## src/rtl/interrupt_controller.sv

```systemverilog
// interrupt_controller
//   Prioritised, nestable interrupt controller for the MPU341 core. Request
//   edges on four external lines are synchronised, latched as pending and
//   gated by a mask register. At an instruction boundary the highest-priority
//   eligible line (line 0 highest) is taken: the sequencer is told to jump to
//   the line's vector, and {pm_address, id} is pushed on a 4-deep return
//   stack. A return-from-interrupt pops the stack and hands the sequencer the
//   saved address.
//
// Ports
//   clk            system clock, rising edge
//   reset          asynchronous active-high reset
//   irq_in[3:0]    external request lines (asynchronous), rising edge requests
//   mask_we        mask register write strobe
//   mask_data[3:0] new mask value, 1 blocks the line
//   pm_address[7:0] current program counter
//   instr_boundary sequencer fetches a new instruction next cycle
//   rti            return-from-interrupt executing (one-cycle pulse)
//   int_take       one-cycle pulse, load int_vector as next pm_address
//   int_vector[7:0] handler address, valid with int_take
//   ret_valid      one-cycle pulse, load ret_addr as next pm_address
//   ret_addr[7:0]  popped return address, valid with ret_valid
//   in_service[3:0] lines whose handlers are active
//   mask_reg[3:0]  current mask
//   err_underflow  sticky: rti seen with an empty return stack
module interrupt_controller #(
  parameter logic [7:0] VEC_BASE   = 8'hF0,
  parameter logic [7:0] VEC_STRIDE = 8'h04
) (
  input  logic       clk,
  input  logic       reset,
  input  logic [3:0] irq_in,
  input  logic       mask_we,
  input  logic [3:0] mask_data,
  input  logic [7:0] pm_address,
  input  logic       instr_boundary,
  input  logic       rti,
  output logic       int_take,
  output logic [7:0] int_vector,
  output logic       ret_valid,
  output logic [7:0] ret_addr,
  output logic [3:0] in_service,
  output logic [3:0] mask_reg,
  output logic       err_underflow
);

  typedef enum logic [1:0] {
    IDLE,
    VECTOR,
    BLOCK
  } state_t;

  state_t     state, state_next;

  logic [3:0] sync_a, sync_b, sync_prev;
  logic [3:0] rise;
  logic [3:0] pending;
  logic [3:0] below_mask;
  logic [3:0] eligible;
  logic [1:0] sel_id;
  logic [7:0] vector_calc;

  // Return stack: sp counts valid entries (0..4), entry sp-1 is the top.
  logic [2:0] sp;
  logic [7:0] stack_pc [4];
  logic [1:0] stack_id [4];
  logic [1:0] top_idx;
  logic [1:0] pop_id;

  logic       take;
  logic       pop;
  logic       underflow;
  logic [3:0] take_onehot;
  logic [3:0] pop_onehot;

  always_comb rise = sync_b & ~sync_prev;

  // Only lines strictly higher in priority than the lowest-numbered active
  // handler may preempt it; with nothing in service every line qualifies.
  always_comb begin
    below_mask = 4'b1111;
    for (int unsigned i = 0; i < 4; i++) begin
      if (in_service[3 - i]) below_mask = (4'b0001 << (3 - i)) - 4'b0001;
    end
  end

  always_comb eligible = pending & ~mask_reg & below_mask;

  // Scan from line 3 down so the lowest set bit is the last one written.
  always_comb begin
    sel_id = 2'd0;
    for (int unsigned i = 0; i < 4; i++) begin
      if (eligible[3 - i]) sel_id = 2'(3 - i);
    end
  end

  always_comb vector_calc = VEC_BASE + ({6'd0, sel_id} * VEC_STRIDE);

  always_comb begin
    top_idx   = sp[1:0] - 2'd1;
    pop_id    = stack_id[top_idx];
    // rti has priority over a take in the same cycle.
    take      = (state == IDLE) && instr_boundary && (eligible != '0) && !rti;
    pop       = rti && (sp != '0);
    underflow = rti && (sp == '0);
    take_onehot = take ? (4'b0001 << sel_id) : '0;
    pop_onehot  = pop  ? (4'b0001 << pop_id) : '0;
  end

  // FSM next state and the take pulse.
  always_comb begin
    state_next = state;
    int_take   = 1'b0;
    unique case (state)
      IDLE: begin
        if (take) state_next = VECTOR;
      end
      VECTOR: begin
        int_take   = 1'b1;
        state_next = BLOCK;
      end
      BLOCK: begin
        if (instr_boundary) state_next = IDLE;
      end
      default: state_next = IDLE;
    endcase
  end

  always_ff @(posedge clk or posedge reset) begin
    if (reset) state <= IDLE;
    else       state <= state_next;
  end

  // Synchronisers, edge capture, pending and mask.
  always_ff @(posedge clk or posedge reset) begin
    if (reset) begin
      sync_a    <= '0;
      sync_b    <= '0;
      sync_prev <= '0;
      pending   <= '0;
      mask_reg  <= '0;
    end else begin
      sync_a    <= irq_in;
      sync_b    <= sync_a;
      sync_prev <= sync_b;
      pending   <= (pending & ~take_onehot) | rise;
      if (mask_we) mask_reg <= mask_data;
    end
  end

  // Return stack, in-service tracking and sequencer handshakes.
  always_ff @(posedge clk or posedge reset) begin
    if (reset) begin
      sp            <= '0;
      in_service    <= '0;
      int_vector    <= '0;
      ret_valid     <= 1'b0;
      ret_addr      <= '0;
      err_underflow <= 1'b0;
      for (int unsigned i = 0; i < 4; i++) begin
        stack_pc[i] <= '0;
        stack_id[i] <= '0;
      end
    end else begin
      ret_valid  <= pop;
      in_service <= (in_service | take_onehot) & ~pop_onehot;
      if (underflow) err_underflow <= 1'b1;
      if (take) begin
        int_vector           <= vector_calc;
        stack_pc[sp[1:0]]    <= pm_address;
        stack_id[sp[1:0]]    <= sel_id;
        sp                   <= sp + 3'd1;
      end else if (pop) begin
        ret_addr <= stack_pc[top_idx];
        sp       <= sp - 3'd1;
      end
    end
  end

endmodule

```

## config.mk

```make
export PLATFORM = sky130hd
export DESIGN_NAME = interrupt_controller
export DESIGN_NICKNAME = d
export VERILOG_FILES = /design/src/rtl/interrupt_controller.sv
export SDC_FILE = /design/constraint.sdc
export NUM_CORES = 1
export LEC_CHECK = 0
export CAP_MARGIN = 30
export CORE_AREA = 2 2 84 86
export DETAILED_ROUTE_END_ITERATION = 8
export DIE_AREA = 0 0 86 88
export PLACE_DENSITY = 0.79
export SYNTH_ARGS = -nofsm -noshare
export SYNTH_HDL_FRONTEND = slang
export SYNTH_SLANG_ARGS = --single-unit
```

## constraint.sdc

```tcl
create_clock -name clk -period 5.1 [get_ports clk]
set_input_delay 1.53 -clock clk [delete_from_list [all_inputs] [get_ports clk]]
set_output_delay 1.53 -clock clk [all_outputs]
set_load 0.005 [all_outputs]
```

# Word-level counts from Yosys, hierarchy flattened
# Index checks and enable logic that the tools add are counted.
# classes
add_sub_neg,4
magnitude_cmp,3
n_eq_ne,4
shifts,2
n_mux,28
bitwise,14
n_reduce_logical,14
# op_table
operator,count
$bwmux W32,1
$mux W4,6
$mux W8,3
$and A4 B4 Y4,5
$mux W2,9
$bmux W8 S2,1
$demux W8 S2,1
$not A4 Y4,4
$bwmux W8,1
$or A4 B4 Y4,2
$shl A1 B2 Y4 const A,2
$add A5 B5 Y6 const A,1
$ge A3 B3 Y1 const B,2
$logic_and A1 B1 Y1,6
$mux W3,2
$not A2 Y3,2
$pmux W2 S3,1
$bmux W2 S2,1
$demux W2 S2,1
$ne A2 B2 Y1 const B,2
$reduce_and A2 Y1,2
$reduce_bool A4 Y1,1
$add A3 B1 Y3 const B,1
$logic_not A3 Y1,1
11 further kinds,11
# word_totals
reg_bits,87
input_bits,21

# Longest topological paths before layout
# logic_depth
ltp_word,14
depth_mapped,9

# Least setup slack after synthesis
# OpenSTA, ideal clock, no wires.
# synth_path
path_kind,input port to flip-flop
startpoint,input port rti
endpoint,register sp[2]
setup_ns,0.070
arrival_ns,2.842
setup_slack_ns,2.187
path_stages,6
n_path_buf,0
path_cell_list,nor4b_4 o21ai_2 fa_1 nor3_1 a21oi_1 nand4_1
# synth_between
elab_chain_cells,3
# synth_lines
item,line_no,text
from (decl),37,"input logic rti,"
$logic_not A1 Y1,103,take = (state == IDLE) && instr_boundary && (eligible != '0) && !rti;
$logic_and A1 B1 Y1,103,
$mux W3 or $reduce_bool A2 Y1 (tied branches),-,
to (signal assigned),172,sp <= sp + 3'd1;
to (signal assigned),175,sp <= sp - 3'd1;
to (decl),64,logic [2:0] sp;
# Parallel ways exist; a longest one is shown, timed or not.
# A chain may end at the register's enable or synchronous reset.

# Worst setup path in the final report
# layout_path
startpoint,input port rti
endpoint,register stack_pc[8] in the netlist's numbering
# layout_between
elab_chain_cells,2
# layout_lines
item,line_no,text
$logic_not A1 Y1,103,
$logic_and A1 B1 Y1,103,
"to (signal, indexed assignment)",170,stack_pc[sp[1:0]] <= pm_address;
to (decl),65,logic [7:0] stack_pc [4];
# No other way between the ends.

==> key figures <==
Status
  – Status: completed

Route
  – ANT nets after route: 0
  – DRC: 0
  – Via-to-Cell Ratio: 5.61
  – Routed wire length per instance: 17.2 um
  – DR vias: 2232
  – First DRT Iteration DRCs: 152
  – Pre-Repair DR Iteration Count: 4
  – Final wirelength: 6830 um

Floorplan
  – Core area: 6640 um2
  – Initial cell density of the core: 54.1%
  – Die Width: 86 um
  – Num rows: 30
  – Area of the die: 7570 um2
  – Top-level I/O count: 48
  – Die height: 88 um

Synthesis
  – Yosys top cell by area: dfrtp_1
  – Synth Instances: 266
  – Ys async rst share: 100%
  – Top cells by area, synth: dfrtp_1 57%, mux2_2 12%, mux4_2 6.3%
  – Sequential fraction of the synthesis area: 57.0%
  – Most common cell in the netlist: dfrtp_1
  – Post-synth EDFFs: 0
  – Top-area cell type share of the netlist area: 57.0%
  – Yosys warns: 0
  – Synth Flop Type: dfrtp_1
  – Synthesized area: 3600 um2
  – Syn_area_per_cell: 13.5 um2
  – #FFs+latches synth: 82
  – Commonest cells post-synth: 82 x dfrtp_1, 38 x mux2_2, 32 x nand2_1
  – Post-synth cell types: 46

CTS
  – H-tree depth: 3
  – Clock-pin slew of the registers on the worst-case setup and hold paths: 0.07 ns
  – TritonCTS Sinks: 82
  – CTS Buffer Depth: 2
  – CTS Hold Bufs: 0
  – Root Driver: clkbuf_8
  – CTS tree: built
  – Worst skew pair latency: 0.34 ns
  – Total CTS buffers: 9
  – Post_cts resized: 0
  – Setup Fix Bufs, Post-CTS: 0

Placement
  – DP Area: 4110 um2
  – Final HPWL DP: 4750 um
  – Port Buf Inserts: 45
  – Pre-CTS setup slack: 1.47 ns
  – Placed cell count: 383
  – GPL Wtd Cong: 0.845

STA
  – Post-route setup TNS: 0 ns
  – Final Critical Period: 3.28 ns
  – Clock skew: 0.0120 ns
  – Slew Viols, Final: 0
  – RSZ-0062 raised after global routing: false
  – Final setup fails: 0
  – Post-route setup slack: 1.82 ns
  – Final period util: 64.3%
  – Final Hold Viols: 0
  – Worst hold slack: 0.357 ns
  – Slew headroom: 40.5%
  – F_max: 0.305 GHz
  – Slew @ Worst Pin: 0.892 ns

Setup path
  – Max incr delay on CP: 0.53 ns
  – Slowest stage cell, crit path: clkdlybuf4s50_1
  – Crit-path cells: clkdlybuf4s50_1, nor4b_4, buf_4, nand2_1, a21oi_4, mux2_2
  – Worst setup EP type: flip-flop
  – Critical Path AT: 3.51 ns
  – CP required: 5.33 ns
  – Critical path class: in2reg
  – Startpoint types: primary input
  – Crit-path max FO: 19

Power
  – Lkg Pwr: 1.89 nW
  – Pwr dens: 572 nW/um2
  – Max IR drop VDD: 0.000241 V
  – Total Power: 2.47 mW

Final layout
  – Post-route cell area: 4310 um2
  – Max reg flops: 32
  – Register bank with the most flops: stack_pc
  – Final core occ: 64.9%
  – Largest regs: stack_pc x32, ret_addr x8, stack_id x8
  – Area growth from synthesis to layout: 19.9%
  – Diode count: 0
  – Post-Layout Cell Count: 398
  – Share of cells above drive strength 1: 26.4%
  – Layout Nets: 340

Flow run
  – Max Cap Violations: 0

GRT
  – Gr ovfl total: 0
  – Largest net degree at the start of global routing: 41
  – Initial antenna violation count: 0
  – GRT Overall Usage: 20.4%
  – Number of global-route vias before repair: 2311
  – First-pass GRT wire length: 11700 um

Min path
  – Hold crit path type: reg2reg
-- power by group --
| group | internal [mW] | total (mW) | switching, mW |
|---|---|---|---|
| Combinational | 0.515 | 0.936 | 0.421 |
| Clock | 0.250 | 0.470 | 0.220 |
| Sequential | 0.884 | 1.06 | 0.177 |
-- area by class of cell --
class,instances,area (um2)
Multi-Input combinational cell,159,1420
Inverter,14,53.8
Clock buffer,11,151
Tap cell,80,100
Timing Repair Buffer,48,485
Sequential cell,82,2050
Fill cell,491,2330
Clock inverter,4,48.8
-- final timing paths --
check	startpoint	to	slack, ns	cells after the start
max in group asynchronous	reset	int_vector[3]	2.75	4
setup / recovery	rti	stack_pc[8]	1.82	6
setup reg to reg	sp[0]	in_service[3]	2.13	7
hold reg to reg	sync_a[1]	sync_b[1]	0.36	0
min in group asynchronous	reset	sync_b[0]	1.48	2
hold / removal	sync_a[1]	sync_b[1]	0.36	0
-- logic make-up after synthesis --
logic type	count (synthesis)	synth area share [%]
simple gates	65	9.91
other cells	1	0.104
mux	51	19.1
compound gates	36	8.38
fa+ha+maj	5	1.95
buf+inv	26	3.51
flops	82	57.0
-- per-layer routing --
metal / routed length, um / global-route usage (%) / vias up
met1: 3110 / 28.4 / 1141
met2: 3320 / 31.4 / 46
met3: 305 / 4.90 / 10
met5: 0 / 0 / -
met4: 91 / 7.65 / 0
li1: - / - / 1035
-- cells in the final DEF, fill, tap and decap left out, types with 3 or more instances in the layout --
cell type        count
mux4_2              10
ha_1                 4
a21oi_4              4
mux2_2              38
nand2_1             32
nand3_1              5
mux2_1               3
o211ai_1             3
clkbuf_8            11
nor3_1               3
o21ai_0              5
clkinv_2             3
clkdlybuf4s50_1     45
inv_1               12
nand4_1              3
nand2b_1             3
nor2_1               8
a21oi_1              5
a31oi_1              5
dfrtp_1             82
-- worst max-delay path, delay by kind of cell --
| family | cells | cell delay, ns |
|---|---|---|
| buf+inv | 2 | 0.80 |
| mux | 1 | 0.39 |
| compound gates | 1 | 0.38 |
| simple gates | 2 | 0.41 |
No activity file was read; power rests on OpenSTA's default activity.
==> patch 1, RTL diff (same flow settings) <==
Take the reset off `pending` and load it in a clocked block of its own.
--- a/src/rtl/interrupt_controller.sv
+++ b/src/rtl/interrupt_controller.sv
@@ -137,15 +137,17 @@
       sync_a    <= '0;
       sync_b    <= '0;
       sync_prev <= '0;
-      pending   <= '0;
       mask_reg  <= '0;
     end else begin
       sync_a    <= irq_in;
       sync_b    <= sync_a;
       sync_prev <= sync_b;
-      pending   <= (pending & ~take_onehot) | rise;
       if (mask_we) mask_reg <= mask_data;
     end
+  end
+
+  always_ff @(posedge clk) begin
+    pending <= (pending & ~take_onehot) | rise;
   end
 
   // Return stack, in-service tracking and sequencer handshakes.
Function: differs if reset is asserted again (counterexample within 10 cycles, from zero or initial values and one cycle with reset high); with reset held inactive, the same outputs for 10 cycles.
==> patch 1 against the original RTL <==
Sequential cell count unchanged; largest cell class unchanged; first-iteration DRC count rose by 9.2%; highest routed layer unchanged; register-to-register slack better by 230 ps; setup slack got worse by 390 ps; cell area decreased by 0.23%; cell count rose by 0.25%; synthesized area down 0.56%; routed wire length fell by 2.9%; global-route usage is 0.99 points lower; power down 0.63%; sequential share of layout area decreased by 0.35 points; clock power up 1%; clock skew fell by 1.5 ps.
==> patch 1: results (changes against the original RTL) <==
sequential fraction of the synthesis area=56.8% (was 57.0%); cell leakage power=1.87 nW (was 1.89 nW); slew margin rel.=38.1% (was 40.5%); first-pass GRT wire length=11000 um (was 11700 um); vias in the first global route=2250 (was 2311); Worst-Skew Late Latency=360 ps (was 340 ps); status=completed (unchanged); peak supply drop=0.000302 V (was 0.000241 V); largest net degree at the start of global routing=79 (was 41); GP Congestion=0.808 (was 0.845); syn_area_per_cell=13.4 um^2 (was 13.5 um^2); CP max stage cell=nor4b_4 (was clkdlybuf4s50_1); dpl ws=1080 ps (was 1470 ps); skew final=10.4 ps (was 12.0 ps); Placed Instances=382 (was 383); drt wl/cell=16.6 um (was 17.2 um); biggest regs=stack_pc x32, ret_addr x8, stack_id x8 (unchanged); CP max stage delay=840 ps (was 530 ps); nets@finish=340 (unchanged); Buf/Inv on CP=1 (was 2); share of layout cells above drive strength 1=26.6% (was 26.4%); crit path DAT=3910 ps (was 3510 ps); delay-heaviest family, CP=simple AND/OR/NAND/NOR gates (was buffers and inverters); Cell variety after synth=47 (was 46); Commonest cells post-synth=dfrtp_1, mux2_2, nand2_1 (unchanged); Synth async-reset ratio=95.1% (was 100%); vias per cell=5.57 (was 5.61); gr usage total=19.4% (was 20.4%); top post-synthesis cells by area=dfrtp_1, mux2_2, mux4_2 (unchanged); HPWL after DPL=4330 um (was 4750 um)
patch 1: cell types whose count changed after synthesis:
cell,delta
dfrtp_1,-4
dfxtp_1,+4
patch 1: kinds of logic (layout without fill, tap and decap cells):
logic type                 after synthesis  count (layout)  share of synthesized area [%]
buffers and inverters                   26              78                           3.53
other                                    1               2                          0.105
and+or+nand+nor                         65              65                           9.97
AOI/OAI and AO/OA                       36              36                           8.43
adders and majority gates                5               5                           1.96
DFF                                     82              82                           56.8
muxes                                   51              51                           19.2
patch 1: layer usage:
metal	up-vias	global-route usage (%)	share of wire [%]
met4	0	7.50	1.2
met5	-	0	0
met2	66	30.4	49
met1	1105	25.9	45
li1	1041	-	-
met3	10	5.47	4.9
patch 1: area by class of cell:
type                    count  area [um^2]
clock buffers              10          138
clock inverters             6         66.3
fillers                   489         2340
inverters                  14         52.6
multi-input cells         159         1420
flip-flops and latches     82         2030
well taps                  80          100
repair buffers             48          493
patch 1: report_power, final:
part,internal [mW],switching (mW),leakage (nW),total [mW]
clock network,0.239,0.236,0.0945,0.476
registers,0.883,0.177,0.991,1.06
logic,0.509,0.406,0.787,0.915
patch 1: worst paths after layout:
check	cells past startpoint	end	slack [ps]
max	5	stack_pc[2]	1430
min	0	sync_b[1]	350
max reg2reg	8	in_service[3]	2360
min reg2reg	0	sync_b[1]	350
max in group asynchronous	4	sync_prev[3]	3060
min in group asynchronous	3	in_service[3]	1480
==> patch 2, RTL diff (config.mk and constraints unchanged) <==
Made on the original files. Encoding of `state_t`: now one-hot (3 bits for 3 states).
--- a/src/rtl/interrupt_controller.sv
+++ b/src/rtl/interrupt_controller.sv
@@ -44,10 +44,10 @@
   output logic       err_underflow
 );
 
-  typedef enum logic [1:0] {
-    IDLE,
-    VECTOR,
-    BLOCK
+  typedef enum logic [2:0] {
+    IDLE   = 3'b001,
+    VECTOR = 3'b010,
+    BLOCK  = 3'b100
   } state_t;
 
   state_t     state, state_next;
Formal check against the unedited RTL: same outputs for any inputs over 10 cycles, from zero or initial values and one cycle with reset high; not proved beyond that.
==> patch 2 against the original RTL <==
Non-clock buffer count shrank 1; cell area decreased by 1.9%; fmax fell by 4.1%; largest power group unchanged; setup slack got worse by 140 ps; power shrank 1.7%; routed wire length down 6.9%; sequential cell count grew 1; synthesized area is 2.2% lower.
==> patch 2: results (changes against the original RTL) <==
initial antenna violation count=0 (unchanged); Clock Tree Root=clkbuf_8 (unchanged); largest net degree at the start of global routing=43 (was 41); Placed Instances=366 (was 383); IO buf count=45 (unchanged); sequential fraction of the synthesis area=59.0% (was 57.0%); cts repair resizes=0 (unchanged); Pre-antenna DRT Iters=7 (was 4); top post-synthesis cells by area=dfrtp_1, mux2_2, mux4_2 (unchanged); Synth async-reset ratio=100% (unchanged); Worst-Skew Late Latency=350 ps; Max clock buf depth=2 (unchanged); share of layout cells above drive strength 1=27.2% (was 26.4%); CP max stage cell=clkdlybuf4s50_1 (unchanged); row cnt=30 (unchanged); Yosys warning total=0 (unchanged); Commonest cells post-synth=dfrtp_1, mux2_2, nor2_1 (was dfrtp_1, mux2_2, nand2_1); first-pass GRT wire length=10700 um (was 11700 um); skew final=6.94 ps (was 12.0 ps); status=completed (unchanged); crit path DAT=3660 ps (was 3510 ps); peak supply drop=0.000306 V (was 0.000241 V); CP max stage delay=480 ps (was 530 ps); nets@finish=323 (was 340); Hold Crit Class=register to register (unchanged); Cell variety after synth=42 (was 46); GP Congestion=0.819 (was 0.845); First DRT Iteration DRCs=102 (was 152); Reg clk slew, reported paths=90 ps (was 70 ps); switching power share of the total=32.1% (was 33.2%); worst-margin pin slew=865 ps (was 892 ps); fin cells=382 (was 398); vias per cell=5.57 (was 5.61); crit-path max FO=6 (was 19); H-tree levels=3 (unchanged); gr usage total=18.8% (was 20.4%); cell leakage power=1.81 nW (was 1.89 nW); drt wl/cell=16.6 um (was 17.2 um); CTS buffer count=9 (unchanged); HPWL after DPL=4400 um (was 4750 um); setup repair bufs after CTS=0 (unchanged); vias in the first global route=2189 (was 2311); syn_area_per_cell=14.1 um^2 (was 13.5 um^2); final setup fails=0 (unchanged); biggest regs=stack_pc x32, ret_addr x8, stack_id x8 (unchanged); Antenna diodes=0 (unchanged)
[patch 2: logic make-up after synthesis]
kind of cell	synth area share, %
XOR/XNOR	0.498
flip-flops	59.0
AND/OR/NAND/NOR	6.86
adder cells (fa/ha/maj)	1.99
multiplexers	20.2
AO/OA/AOI/OAI	8.07
buffers and inverters	3.27
other	0.107
[patch 2: path summary, 6_finish.rpt]
kind,start,to,slack [ps],cells after the start
max,rti,sp[2],1680,8
min,sync_a[1],sync_b[1],350,0
max reg2reg,sp[0],in_service[0],2400,5
min reg2reg,sync_a[1],sync_b[1],350,0
max in group asynchronous,reset,stack_pc[6],2780,4
min in group asynchronous,reset,mask_reg[1],1440,2
[patch 2: cell type report]
type                       count  area, um^2
clock buffer                   9         124
clock inverter                 7        76.3
fill                         487        2410
timing repair buffer          47         478
multi-input combinational    144        1330
tap                           80         100
inverter                      12        46.3
sequential                    83        2080
[patch 2: layer usage]
metal | GRT usage, % | up-vias | routed length (um)
met5 | 0 | - | 0
met4 | 5.63 | 0 | 68
met3 | 5.09 | 6 | 242
li1 | - | 969 | -
met2 | 30.0 | 40 | 3190
met1 | 25.7 | 1114 | 2860
[patch 2: metrics by stage]
step	power, mW	hold slack (ps)	worst slack [ps]	util [%]	area (um^2)
3_3_place_gp	1.93	338	1380	60.4	4010
5_1_grt	2.58	363	1550	63.7	4230
4_1_cts	2.45	356	1690	63.7	4230
6_report	2.42	353	1680	63.7	4230
3_5_place_dp	1.97	337	1320	60.7	4030
2_1_floorplan	1.68	331	1430	-	3520
[patch 2: power groups by stage]
stage               Clock (mW)  Sequential [mW]  Combinational [mW]
finish                   0.474             1.07               0.877
detailed placement           0             1.09               0.882
CTS                      0.483             1.08               0.887
floorplan                    0             1.02               0.666
global route             0.517             1.11               0.954
global placement             0             1.07               0.856
[patch 2: critical path, delay by kind of cell]
kind	cells	cell delay (ps)
XOR/XNOR	1	120
adder cells (fa/ha/maj)	1	400
AND/OR/NAND/NOR	3	890
buffers and inverters	1	480
AO/OA/AOI/OAI	2	220
